==> src/rtl/adder_sched_pkg.sv <==
// Shared definitions for the slice-serial adder scheduler.
// State encoding and default operand/slice widths.
package adder_sched_pkg;

    localparam int DEF_WIDTH = 8;
    localparam int DEF_SLICE = 2;

    typedef enum logic [1:0] {
        IDLE = 2'd0,
        RUN  = 2'd1,
        DONE = 2'd2
    } state_e;

endpackage

==> src/rtl/adder_slice.sv <==
// SLICE-bit adder with carry in and carry out.
// Shared by both requesters of adder_scheduler.
module adder_slice
    import adder_sched_pkg::*;
#(
    parameter int SLICE = DEF_SLICE
) (
    input  logic [SLICE-1:0] a,
    input  logic [SLICE-1:0] b,
    input  logic             cin,
    output logic [SLICE-1:0] s,
    output logic             cout
);

    logic [SLICE:0] full;

    assign full = {1'b0, a} + {1'b0, b} + {{SLICE{1'b0}}, cin};
    assign s    = full[SLICE-1:0];
    assign cout = full[SLICE];

endmodule

==> src/rtl/adder_scheduler.sv <==
// Two-requester round-robin scheduler around one serial SLICE-bit adder.
// Define ADDER_SCHEDULER_CIN_EN to add per-requester carry-in ports.
module adder_scheduler
    import adder_sched_pkg::*;
#(
    parameter int WIDTH = DEF_WIDTH,
    parameter int SLICE = DEF_SLICE
) (
    input  logic             clk,
    input  logic             reset,
    input  logic             io_req0_valid,
    output logic             io_req0_ready,
    input  logic [WIDTH-1:0] io_req0_lhs,
    input  logic [WIDTH-1:0] io_req0_rhs,
`ifdef ADDER_SCHEDULER_CIN_EN
    input  logic             io_req0_cin,
    input  logic             io_req1_cin,
`endif
    input  logic             io_req1_valid,
    output logic             io_req1_ready,
    input  logic [WIDTH-1:0] io_req1_lhs,
    input  logic [WIDTH-1:0] io_req1_rhs,
    output logic             io_resp_valid,
    input  logic             io_resp_ready,
    output logic [WIDTH-1:0] io_resp_sum,
    output logic             io_resp_cout,
    output logic             io_resp_id
);

    localparam int NSLICE = WIDTH / SLICE;
    localparam int KW     = (NSLICE > 1) ? $clog2(NSLICE) : 1;
    localparam logic [KW-1:0] K_LAST = KW'(NSLICE - 1);

    state_e           state_q, state_d;
    logic [KW-1:0]    k_q, k_d;
    logic             carry_q, carry_d;
    logic [WIDTH-1:0] lhs_q, lhs_d;
    logic [WIDTH-1:0] rhs_q, rhs_d;
    logic [WIDTH-1:0] acc_q, acc_d;
    logic             id_q, id_d;
    logic             last_q, last_d;
    logic             resp_valid_q, resp_valid_d;
    logic [WIDTH-1:0] resp_sum_q, resp_sum_d;
    logic             resp_cout_q, resp_cout_d;
    logic             resp_id_q, resp_id_d;

    logic             grant;
    logic             idle;
    logic             fire;
    logic             cin_sel;
    logic [SLICE-1:0] sl_a;
    logic [SLICE-1:0] sl_b;
    logic [SLICE-1:0] sl_s;
    logic             sl_cout;

    // Contention goes to the side not granted last; a lone requester always wins.
    always_comb begin
        grant = ~last_q;
        if (io_req0_valid && io_req1_valid) begin
            grant = ~last_q;
        end else if (io_req0_valid) begin
            grant = 1'b0;
        end else if (io_req1_valid) begin
            grant = 1'b1;
        end
    end

    assign idle          = (state_q == IDLE);
    assign io_req0_ready = idle && !grant;
    assign io_req1_ready = idle && grant;
    assign fire          = idle && (grant ? io_req1_valid : io_req0_valid);

`ifdef ADDER_SCHEDULER_CIN_EN
    assign cin_sel = grant ? io_req1_cin : io_req0_cin;
`else
    assign cin_sel = 1'b0;
`endif

    always_comb begin
        sl_a = lhs_q[int'(k_q)*SLICE +: SLICE];
        sl_b = rhs_q[int'(k_q)*SLICE +: SLICE];
    end

    adder_slice #(
        .SLICE (SLICE)
    ) u_slice (
        .a    (sl_a),
        .b    (sl_b),
        .cin  (carry_q),
        .s    (sl_s),
        .cout (sl_cout)
    );

    always_comb begin
        state_d      = state_q;
        k_d          = k_q;
        carry_d      = carry_q;
        lhs_d        = lhs_q;
        rhs_d        = rhs_q;
        acc_d        = acc_q;
        id_d         = id_q;
        last_d       = last_q;
        resp_valid_d = resp_valid_q;
        resp_sum_d   = resp_sum_q;
        resp_cout_d  = resp_cout_q;
        resp_id_d    = resp_id_q;
        unique case (state_q)
            IDLE: begin
                if (fire) begin
                    lhs_d   = grant ? io_req1_lhs : io_req0_lhs;
                    rhs_d   = grant ? io_req1_rhs : io_req0_rhs;
                    id_d    = grant;
                    last_d  = grant;
                    k_d     = '0;
                    carry_d = cin_sel;
                    acc_d   = '0;
                    state_d = RUN;
                end
            end
            RUN: begin
                acc_d[int'(k_q)*SLICE +: SLICE] = sl_s;
                carry_d = sl_cout;
                k_d     = k_q + KW'(1);
                if (k_q == K_LAST) begin
                    // Publish only on completion so outputs hold outside DONE.
                    k_d          = '0;
                    state_d      = DONE;
                    resp_valid_d = 1'b1;
                    resp_sum_d   = acc_d;
                    resp_cout_d  = sl_cout;
                    resp_id_d    = id_q;
                end
            end
            DONE: begin
                if (io_resp_ready) begin
                    resp_valid_d = 1'b0;
                    state_d      = IDLE;
                end
            end
            default: begin
                state_d      = IDLE;
                resp_valid_d = 1'b0;
            end
        endcase
    end

    always_ff @(posedge clk) begin
        if (reset) begin
            state_q      <= IDLE;
            k_q          <= '0;
            carry_q      <= 1'b0;
            lhs_q        <= '0;
            rhs_q        <= '0;
            acc_q        <= '0;
            id_q         <= 1'b0;
            last_q       <= 1'b1;
            resp_valid_q <= 1'b0;
            resp_sum_q   <= '0;
            resp_cout_q  <= 1'b0;
            resp_id_q    <= 1'b0;
        end else begin
            state_q      <= state_d;
            k_q          <= k_d;
            carry_q      <= carry_d;
            lhs_q        <= lhs_d;
            rhs_q        <= rhs_d;
            acc_q        <= acc_d;
            id_q         <= id_d;
            last_q       <= last_d;
            resp_valid_q <= resp_valid_d;
            resp_sum_q   <= resp_sum_d;
            resp_cout_q  <= resp_cout_d;
            resp_id_q    <= resp_id_d;
        end
    end

    assign io_resp_valid = resp_valid_q;
    assign io_resp_sum   = resp_sum_q;
    assign io_resp_cout  = resp_cout_q;
    assign io_resp_id    = resp_id_q;

endmodule

==> config.mk <==
export PLATFORM = sky130hd
export DESIGN_NAME = adder_scheduler
export DESIGN_NICKNAME = d
export VERILOG_FILES = /design/src/rtl/adder_sched_pkg.sv /design/src/rtl/adder_slice.sv /design/src/rtl/adder_scheduler.sv
export SDC_FILE = /design/constraint.sdc
export NUM_CORES = 1
export LEC_CHECK = 0
export CAP_MARGIN = 40
export CORE_AREA = 2 2 69 71
export CTS_BUF_LIST = sky130_fd_sc_hd__clkbuf_4 sky130_fd_sc_hd__clkbuf_8
export CTS_CLUSTER_DIAMETER = 80
export DETAILED_ROUTE_END_ITERATION = 16
export DIE_AREA = 0 0 71 73
export PLACE_DENSITY_LB_ADDON = 0.1
export SLEW_MARGIN = 20
export SYNTH_ARGS = -nofsm -noshare
export SYNTH_HDL_FRONTEND = slang
export SYNTH_SLANG_ARGS = --single-unit
==> constraint.sdc <==
create_clock -name clk -period 3.1 [get_ports clk]
set_input_delay 0.62 -clock clk [delete_from_list [all_inputs] [get_ports clk]]
set_output_delay 0.62 -clock clk [all_outputs]
set_load 0.005 [all_outputs]
Word-level counts from Yosys, hierarchy flattened
Index checks and enable logic that the tools add are counted. W data, S select, Z words.

Register bits after elaboration: 42. Latch bits: 0. Memory bits (writable): 0. Bits in read-only memories: 0. Bits of input ports: 37. Output and inout port bits: 13. Word-level logic and storage cells: 61. Memories kept: 0.

Add/subtract/negate cells: 4. Multiply operators: 0. Div/mod/pow operators: 0. Magnitude comparators: 0. Equal/unequal tests: 6. Shift-type cells: 4. Muxes and demuxes: 21. Bitwise operators: 2. Reduce and logical (&&, ||, !) cells: 12.

Operators with widths (number): $neg A3 Y33 (1); $shift A2 B33 Y8 const A (1); $shiftx A2 B33 Y8 (1); $mux W8 (3); $pmux W8 S2 (1); $shiftx A8 B4 Y2 (2); $mux W2 (5); $bwmux W8 (1); $mux W1 (7); $pmux W2 S3 (1); $reduce_and A2 Y1 (3); $reduce_and A3 Y1 (2); $eq A2 B2 Y1 const B (2); $logic_and A1 B1 Y1 (4); $ne A2 B2 Y1 const B (2); $pmux W2 S2 (1); $add A2 B2 Y3 (1); $add A3 B1 Y3 (1); $pmux W1 S3 (1); $add A2 B1 Y2 const B (1); $eq A2 B1 Y1 const B (1); $logic_not A2 Y1 (1); $ne A2 B1 Y1 const B (1); $not A1 Y1 (2); 3 further kinds (3).

Longest topological paths before layout
Gate-level depths: netlist of the first run.

Depth in word-level cells: 8. Mapped depth: 8. Depth with buffers taken out: 7.

By module
From an unflattened synthesis of the first run, not the netlist that was laid out.

Cell total of the unflattened synthesis: 261. Area total of the unflattened synthesis: 2301.0 sq um.

Modules (own cells, without submodules): adder_scheduler (instances 1, cells each 251, area an instance 2230.9 sq um, seq. area each 840.8 sq um); adder_slice (instances 1, cells each 10, area an instance 70.1 sq um, seq. area each 0.0 sq um).

Worst setup path after synthesis of the first run
Ideal clock, no wire load.

Path type: reg2reg. Start: register k_q[0]. End: register acc_q[5]. Setup time: 92 ps. Data arrival time: 2353 ps. Data required time: 3008 ps. Setup slack: 655 ps. Stages on the path, launching flop included: 9. Buffers on the path: 1. Clock period less this slack: 2445 ps. Cells stage by stage: dfxtp_1 > buf_2 > mux4_2 > fa_1 > inv_1 > fa_1 > nor2_1 > nand2_1 > o32ai_1.

Word-level cells in the longest chain between the ends: 6. Elaborated cells on any way between the ends: 9. Those cells by class: add/sub: 3; shift: 4; mux: 2.

Ends and longest elaborated chain: from (decl) (RTL line adder_scheduler.sv:35) `logic [KW-1:0] k_q, k_d;`; from (signal assigned) (RTL line adder_scheduler.sv:163) `k_q <= k_d;`; $shiftx A8 B4 Y2 (on tied branches) (RTL line adder_scheduler.sv:80, adder_scheduler.sv:81); $add A2 B2 Y3 (RTL line adder_slice.sv:17) `assign full = {1'b0, a} + {1'b0, b} + {{SLICE{1'b0}}, cin};`; $add A3 B1 Y3 (RTL line adder_slice.sv:17); $shiftx A2 B33 Y8 (RTL line adder_scheduler.sv:121) `acc_d[int'(k_q)*SLICE +: SLICE] = sl_s;`; $bwmux W8 (*) (RTL line adder_scheduler.sv:121); $pmux W8 S2 (*) (RTL line adder_scheduler.sv:107) `unique case (state_q)`; to (signal assigned) (RTL line adder_scheduler.sv:154) `acc_q <= '0;`; to (signal assigned) (RTL line adder_scheduler.sv:167) `acc_q <= acc_d;`; to (decl) (RTL line adder_scheduler.sv:39) `logic [WIDTH-1:0] acc_q, acc_d;`.

Mark *: on every way between the ends. The rest lies on a longest branch, timed or not. A chain may end at the register's enable or synchronous reset.

Worst setup path in the final report of the first run
Start: input io_req0_valid. End: output io_req1_ready.

Word-level cells in the longest chain between the ends: 3. Elaborated cells on any way between the ends: 4. Those cells by class: mux: 2; reduce/logical: 2.

Ends and longest elaborated chain: from (decl) (RTL line adder_scheduler.sv:11) `input logic io_req0_valid,`; $mux W1 or $logic_and A1 B1 Y1 (tied branches) (RTL line adder_scheduler.sv:61, adder_scheduler.sv:59); $mux W1 (*) (RTL line adder_scheduler.sv:59) `if (io_req0_valid && io_req1_valid) begin`; $logic_and A1 B1 Y1 (*) (RTL line adder_scheduler.sv:70) `assign io_req1_ready = idle && grant;`; to (decl) (RTL line adder_scheduler.sv:20) `output logic io_req1_ready,`.

Marked as above.

==> results of run 1 <==
[cells in the final DEF (no fill, tap or decap), types with 4 or more instances in the layout]
master / Yosys / routed
dfxtp_1: 42 / 42
nor4_1: 16 / 16
a21oi_1: 36 / 36
a2111oi_0: 31 / 31
buf_4: 2 / 10
nor2_1: 11 / 11
nand2_1: 11 / 11
o32ai_1: 4 / 4
mux4_2: 4 / 4
clkbuf_8: 0 / 6
clkdlybuf4s50_1: 0 / 49
inv_1: 17 / 17
ha_1: 6 / 6
o21ai_0: 12 / 12
[metal layers]
| layer | wire, µm | vias to the layer above |
|---|---|---|
| met5 | 0 | - |
| met4 | 72 | 0 |
| met3 | 206 | 7 |
| met2 | 2970 | 55 |
| met1 | 2770 | 1011 |
| li1 | - | 1078 |
[Yosys cell counts (all sizes together), types with 2 or more instances]
master   number  area (µm²)
a2111oi      32         282
a211oi        3        22.5
a21oi        36         180
a221oi        2        17.5
and3b         3        26.3
buf          10        61.3
clkbuf       14        53.8
dfxtp        42         841
fa            2        40.0
ha            6        75.1
inv          17        63.8
mux4          4        90.1
nand2        11        41.3
nand2b        3        18.8
nand3         2        10.0
nor2         12        47.6
nor2b         3        18.8
nor4         16         100
o211ai        2        15.0
o21ai        12        60.1
o311ai        3        26.3
o31ai         2        15.0
o32ai         4        35.0
or2           2        12.5
[report_power, final]
| part | internal, µW | switching [µW] |
|---|---|---|
| clock | 179 | 193 |
| combinational | 124 | 133 |
| sequential | 570 | 23.9 |
| total | 873 | 350 |
[metrics by stage]
step	power [µW]	hold WS (ns)	util, %	worst slack, ns
after floorplan	757	0.431	-	0.655
after global placement	859	0.447	60.8	0.308
after detailed placement	863	0.452	60.8	0.310
after CTS	1230	0.464	62.9	0.294
after global routing	1290	0.501	62.9	0.248
final	1220	0.461	62.9	0.298
[cell families (layout without fill, tap and decap cells)]
| family | after synthesis | in the layout |
|---|---|---|
| AO/OA/AOI/OAI | 98 | 98 |
| AND/OR/NAND/NOR | 60 | 60 |
| flip-flops | 42 | 42 |
| buffers and inverters | 41 | 84 |
| adder cells (fa/ha/maj) | 9 | 9 |
| multiplexers | 4 | 4 |
[layout make-up]
cell class	count	area, µm²
clock inverter	2	12.5
timing repair buffer	59	566
fill	408	1680
clock buffer	6	82.6
inverter	17	63.8
sequential	42	841
multi-input combinational	171	1220
tap	54	67.6
[worst max-delay path, cell delays in order]
cell and delay (ns):
clkdlybuf4s50_1 0.47, inv_1 0.06, maj3_1 0.40, and2_1 0.19, clkdlybuf4s50_1 0.44
[state kept, by name, summed over array words and instances, names as in the netlist, 2 cells and up]
signal / cells
rhs_q: 8
lhs_q: 8
k_q: 2
acc_q: 8
io_resp_sum: 8
state_q: 2
[worst paths after layout]
check	to	slack, ns	from	cells after the start
setup / recovery	io_req1_ready	0.30	io_req0_valid	5
setup reg to reg	io_resp_sum[5]	0.59	k_q[0]	7
hold reg to reg	io_resp_id	0.46	io_resp_id	2
hold / removal	io_resp_id	0.46	io_resp_id	2
==> metrics.md, run 1 <==
| Metric | Value |
|---|---|
| Final max-slew violation count | 0 |
| DP Area | 2760 µm² |
| Height of the die | 73 µm |
| Final wirelength | 6020 µm |
| CP Class | primary input to output port |
| Hold WC Path Type | flip-flop to flip-flop |
| IO buf count | 49 |
| CTS root buf | clkbuf_8 |
| Final setup viols | 0 |
| Synthesis Warnings | 0 |
| Share of cells above drive strength 1 | 8.42% |
| Worst setup EP type | output port |
| Post-synthesis xor/xnor area fraction | 0% |
| Initial antenna violation count | 0 |
| Max-Cap Viols | 0 |
| Detailed-route vias per instance | 6.13 |
| # diodes | 0 |
| Iter 0 DRT Violations | 114 |
| Largest net degree at the start of global routing | 36 |
| Max Root-Sink Buffers | 2 |
| Critical path startpoint category | primary input |
| Most Crowded Layer GR | met2 |
| Vias post-DR | 2151 |
| CTS tree | yes |
| Clock skew | 0.00615 ns |
| Vias in the first global route | 2082 |
| Pwr Density | 429 nW/µm² |
| Ys async rst share | 0% |
| CTS Hold Buffers Added | 0 |
| Global route overflow | 0 |
| Register clock-pin slew on the reported worst setup and hold paths | 0.08 ns |
| First-pass GRT wire length | 10200 µm |
| Cell count after synthesis | 254 |
| Setup TNS Final | 0 ns |
| Nets | 341 |
| Number of post-CTS setup repair buffers | 0 |
| H-tree Lvls | 2 |
| Wire per inst | 17.1 µm |
| Avg Cell Area, Syn | 8.81 µm² |
| M1 GR Usage | 32.3% |
| Rows | 25 |
| Required @ worst endpoint | 2.48 ns |
| Met3 GRT Util | 4.28% |
| Gp weighted congestion | 0.799 |
| # resized after CTS | 0 |
| DRT antenna net count | 0 |
| Worst VDD drop | 0.212 mV |
| Half-perimeter wire length after placement | 4040 µm |
| Final Cell Area | 2850 µm² |
| Main combinational cell family by area after synthesis | compound AO/OA/AOI/OAI gates |
| RSZ-0062 raised after global routing | no |
| Post-synthesis sequential area ratio | 37.6% |
| Compound-Gate Fraction of Synth Area | 30.0% |
| Core Region | 4540 µm² |
| Post-Synth Simple-Gate Area | 14.9% |
| Overall routing resource usage | 24.9% |
| Leak | 0.000999 µW |
| TritonRoute pass-1 iters | 4 |
| CTS sink count | 42 |
| Post-Syn Nets | 299 |
| Adder-Cell Fraction of Synth Area | 5.59% |
| Number of synthesized flops with an enable pin | 0 |
| Mapped cell area | 2240 µm² |
| DRC | 0 |
| Num CTS Buffers | 5 |
| Routing usage on met2 | 43.3% |
| Worst-skew pair later-pin latency | 0.30 ns |
| Maximum net fanout on the critical path | 2 |
| Initial Util | 49.4% |
| Layout overhead on the synthesized area | 27.4% |
| Max Freq | 357 MHz |
| Die X | 71 µm |
| Least-Margin Pin Slew | 0.518 ns |
| Status | completed |
| Fin crit share | 90.4% |
| Final Critical Period | 2.80 ns |
| Proportion of synthesized area in mux cells | 4.02% |
| Total die area | 5180 µm² |
| Post-synthesis register bit count | 42 |
| Placed instance count | 343 |
| Worst endpoint data arrival time | 2.18 ns |
| Post-synth cell types | 41 |
| Rel. slew slack | 65.4% |
| # IOs | 50 |
| Hold Violations, Final | 0 |
| Top FF cell, synth | dfxtp_1 |
| Post-route non-filler standard cell count | 351 |
Note: power is estimated with default switching activity, not from simulation.
==> run 2: changes to the inputs <==
Settings changed: HOLD_SLACK_MARGIN from default to 0.1.
==> results of run 2 <==
Same layout as run 1: the final DEF is identical, and so are final timing and power.
==> run 3: changes to the inputs <==
Settings changed: CAP_MARGIN 40 to 20, CELL_PAD_IN_SITES_DETAIL_PLACEMENT from default to 0, CELL_PAD_IN_SITES_GLOBAL_PLACEMENT from default to 1, CORE_AREA 2 2 69 71 to 2 2 79 81, DIE_AREA 0 0 71 73 to 0 0 81 83, GPL_TIMING_DRIVEN from default to 0.
==> run 3 against run 2 <==
- utilization shrank 13 points
- global-route usage shrank 4.2 points
- final cell count grew 9.4%
- maximum frequency shrank 4.1%
- wire length grew 9.7%
==> metrics.md, run 3 (synthesis gave the netlist of run 1 again) <==
| Metric | Value |
|---|---|
| Rel. slew slack | 45.6% |
| Max Root-Sink Buffers | 2 |
| Vias post-DR | 2241 |
| Routing usage on met2 | 34.6% |
| # diodes | 0 |
| Worst VDD drop | 0.207 mV |
| Critical path startpoint category | primary input |
| Num CTS Buffers | 5 |
| CTS Hold Buffers Added | 0 |
| Power Total | 1200 µW |
| Gp weighted congestion | 0.807 |
| Fill count | 604 |
| Initial antenna violation count | 0 |
| Final wirelength | 6600 µm |
| Worst endpoint data arrival time | 2.30 ns |
| CP dominant cell by count | clkdlybuf4s50_1 |
| TritonRoute pass-1 iters | 4 |
| Most Crowded Layer GR | met2 |
| First-pass GRT wire length | 11000 µm |
| Global route overflow | 0 |
| Pwr Density | 413 nW/µm² |
| CTS sink count | 42 |
| Nets | 354 |
| RSZ-0062 raised after global routing | no |
| Maximum net fanout on the critical path | 8 |
| Register clock-pin slew on the reported worst setup and hold paths | 0.08 ns |
| Worst-skew pair later-pin latency | 0.29 ns |
| Worst stage delay on the critical path | 0.52 ns |
| Most frequent cells in the layout | clkdlybuf4s50_1 (48), dfxtp_1 (42), a21oi_1 (36) |
| FF/Latch Area | 841 µm² |
| Clock skew | 0.00479 ns |
| Hold Violations, Final | 0 |
| CP Class | primary input to output port |
| Post-layout util | 49.8% |
| Final max-slew violation count | 0 |
| Total die area | 6720 µm² |
| Least-Margin Pin Slew | 0.810 ns |
| Overall routing resource usage | 20.7% |
| Number of post-CTS setup repair buffers | 0 |
| Initial Util | 38.5% |
| Rows | 28 |
| Final setup viols | 0 |
| Max-Cap Viols | 0 |
| Largest net degree at the start of global routing | 14 |
| Layout overhead on the synthesized area | 29.4% |
| Status | completed |
| Iter 0 DRT Violations | 165 |
| Worst setup EP type | output port |
| Half-perimeter wire length after placement | 4720 µm |
| M1 GR Usage | 26.9% |
| Fin crit share | 94.2% |
| DRC | 0 |
| Critical-path top delay cell | clkdlybuf4s50_1 |
| Multi-input logic area | 1220 µm² |
| Detailed-route vias per instance | 5.84 |
| Hold WC Path Type | flip-flop to flip-flop |
| CTS tree | yes |
| Required @ worst endpoint | 2.48 ns |
| Max Freq | 342 MHz |
| Leak | 0.00101 µW |
| Core Region | 5820 µm² |
| Final Critical Period | 2.92 ns |
| Crit-path cells | clkdlybuf4s50_1 > inv_1 > maj3_1 > and2_1 > clkdlybuf4s50_1 |
| Met3 GRT Util | 3.80% |
| IO buf count | 49 |
| H-tree Lvls | 2 |
| Commonest non-fill, non-tap cell in the layout | clkdlybuf4s50_1 |
| DRT antenna net count | 0 |
| # IOs | 50 |
| Share of cells above drive strength 1 | 8.09% |
| Wire per inst | 17.2 µm |
| Height of the die | 83 µm |
| CTS root buf | clkbuf_8 |
| Vias in the first global route | 2251 |
| Die X | 81 µm |
-- run 3: cell count changes in the layout (fill, tap and decap cells not counted) --
cell / change
clkbuf_1: +12
buf_4: -8
buf_2: +7
buf_6: +1
clkbuf_2: +1
clkbuf_8: -1
clkdlybuf4s50_1: -1
clkinv_2: +1
clkinvlp_4: -1
dlygate4sd2_1: +1
-- run 3: critical path, delay by kind of cell --
family / cells / cell delay [ns]
buffers and inverters: 3 / 1.12
AND/OR/NAND/NOR: 1 / 0.17
adder cells (fa/ha/maj): 1 / 0.39
-- run 3: final timing paths --
check | slack [ns] | to | startpoint | cells past startpoint
max | 0.18 | io_req1_ready | io_req0_valid | 5
min | 0.46 | io_resp_id | io_resp_id | 2
max reg2reg | 0.27 | io_resp_sum[7] | k_q[0] | 8
min reg2reg | 0.46 | io_resp_id | io_resp_id | 2
-- run 3: layer usage --
metal	up-vias	share of wire (%)	wire [µm]
li1	1094	-	-
met3	12	5.7	375
met2	91	48	3180
met1	1044	45	2950
met4	0	1.4	95
met5	-	0	0
-- run 3: area by class of cell --
type | instances | share of cell area (%)
Multi-Input combinational cell | 171 | 42.1
Sequential cell | 42 | 29.0
Timing Repair Buffer | 49 | 16.9
Buffer | 23 | 3.84
Tap cell | 75 | 3.24
Clock buffer | 5 | 2.38
Inverter | 17 | 2.20
Clock inverter | 2 | 0.346
-- run 3: power by group --
group / total, µW / switching, µW / internal [µW]
logic: 270 / 144 / 125
registers: 590 / 20.5 / 570
clock network: 336 / 185 / 151
-- run 3: timing repair --
action	in CTS	in global routing
endpoints found under the hold margin	0	0
endpoints found under the setup margin	2	0
gates resized for setup	1	0
-- run 3: through the flow --
step | setup WS [ns] | instances | area [µm²] | hold WS, ns | TNS (ns)
after detailed placement | -0.106 | 378 | 2820 | 0.448 | -0.126
final | 0.178 | 384 | 2900 | 0.458 | 0
after CTS | 0.175 | 384 | 2900 | 0.459 | 0
after global routing | 0.0905 | 384 | 2900 | 0.479 | 0
after global placement | -0.153 | 378 | 2820 | 0.446 | -0.208
after floorplan | 0.655 | 254 | 2240 | 0.431 | 0
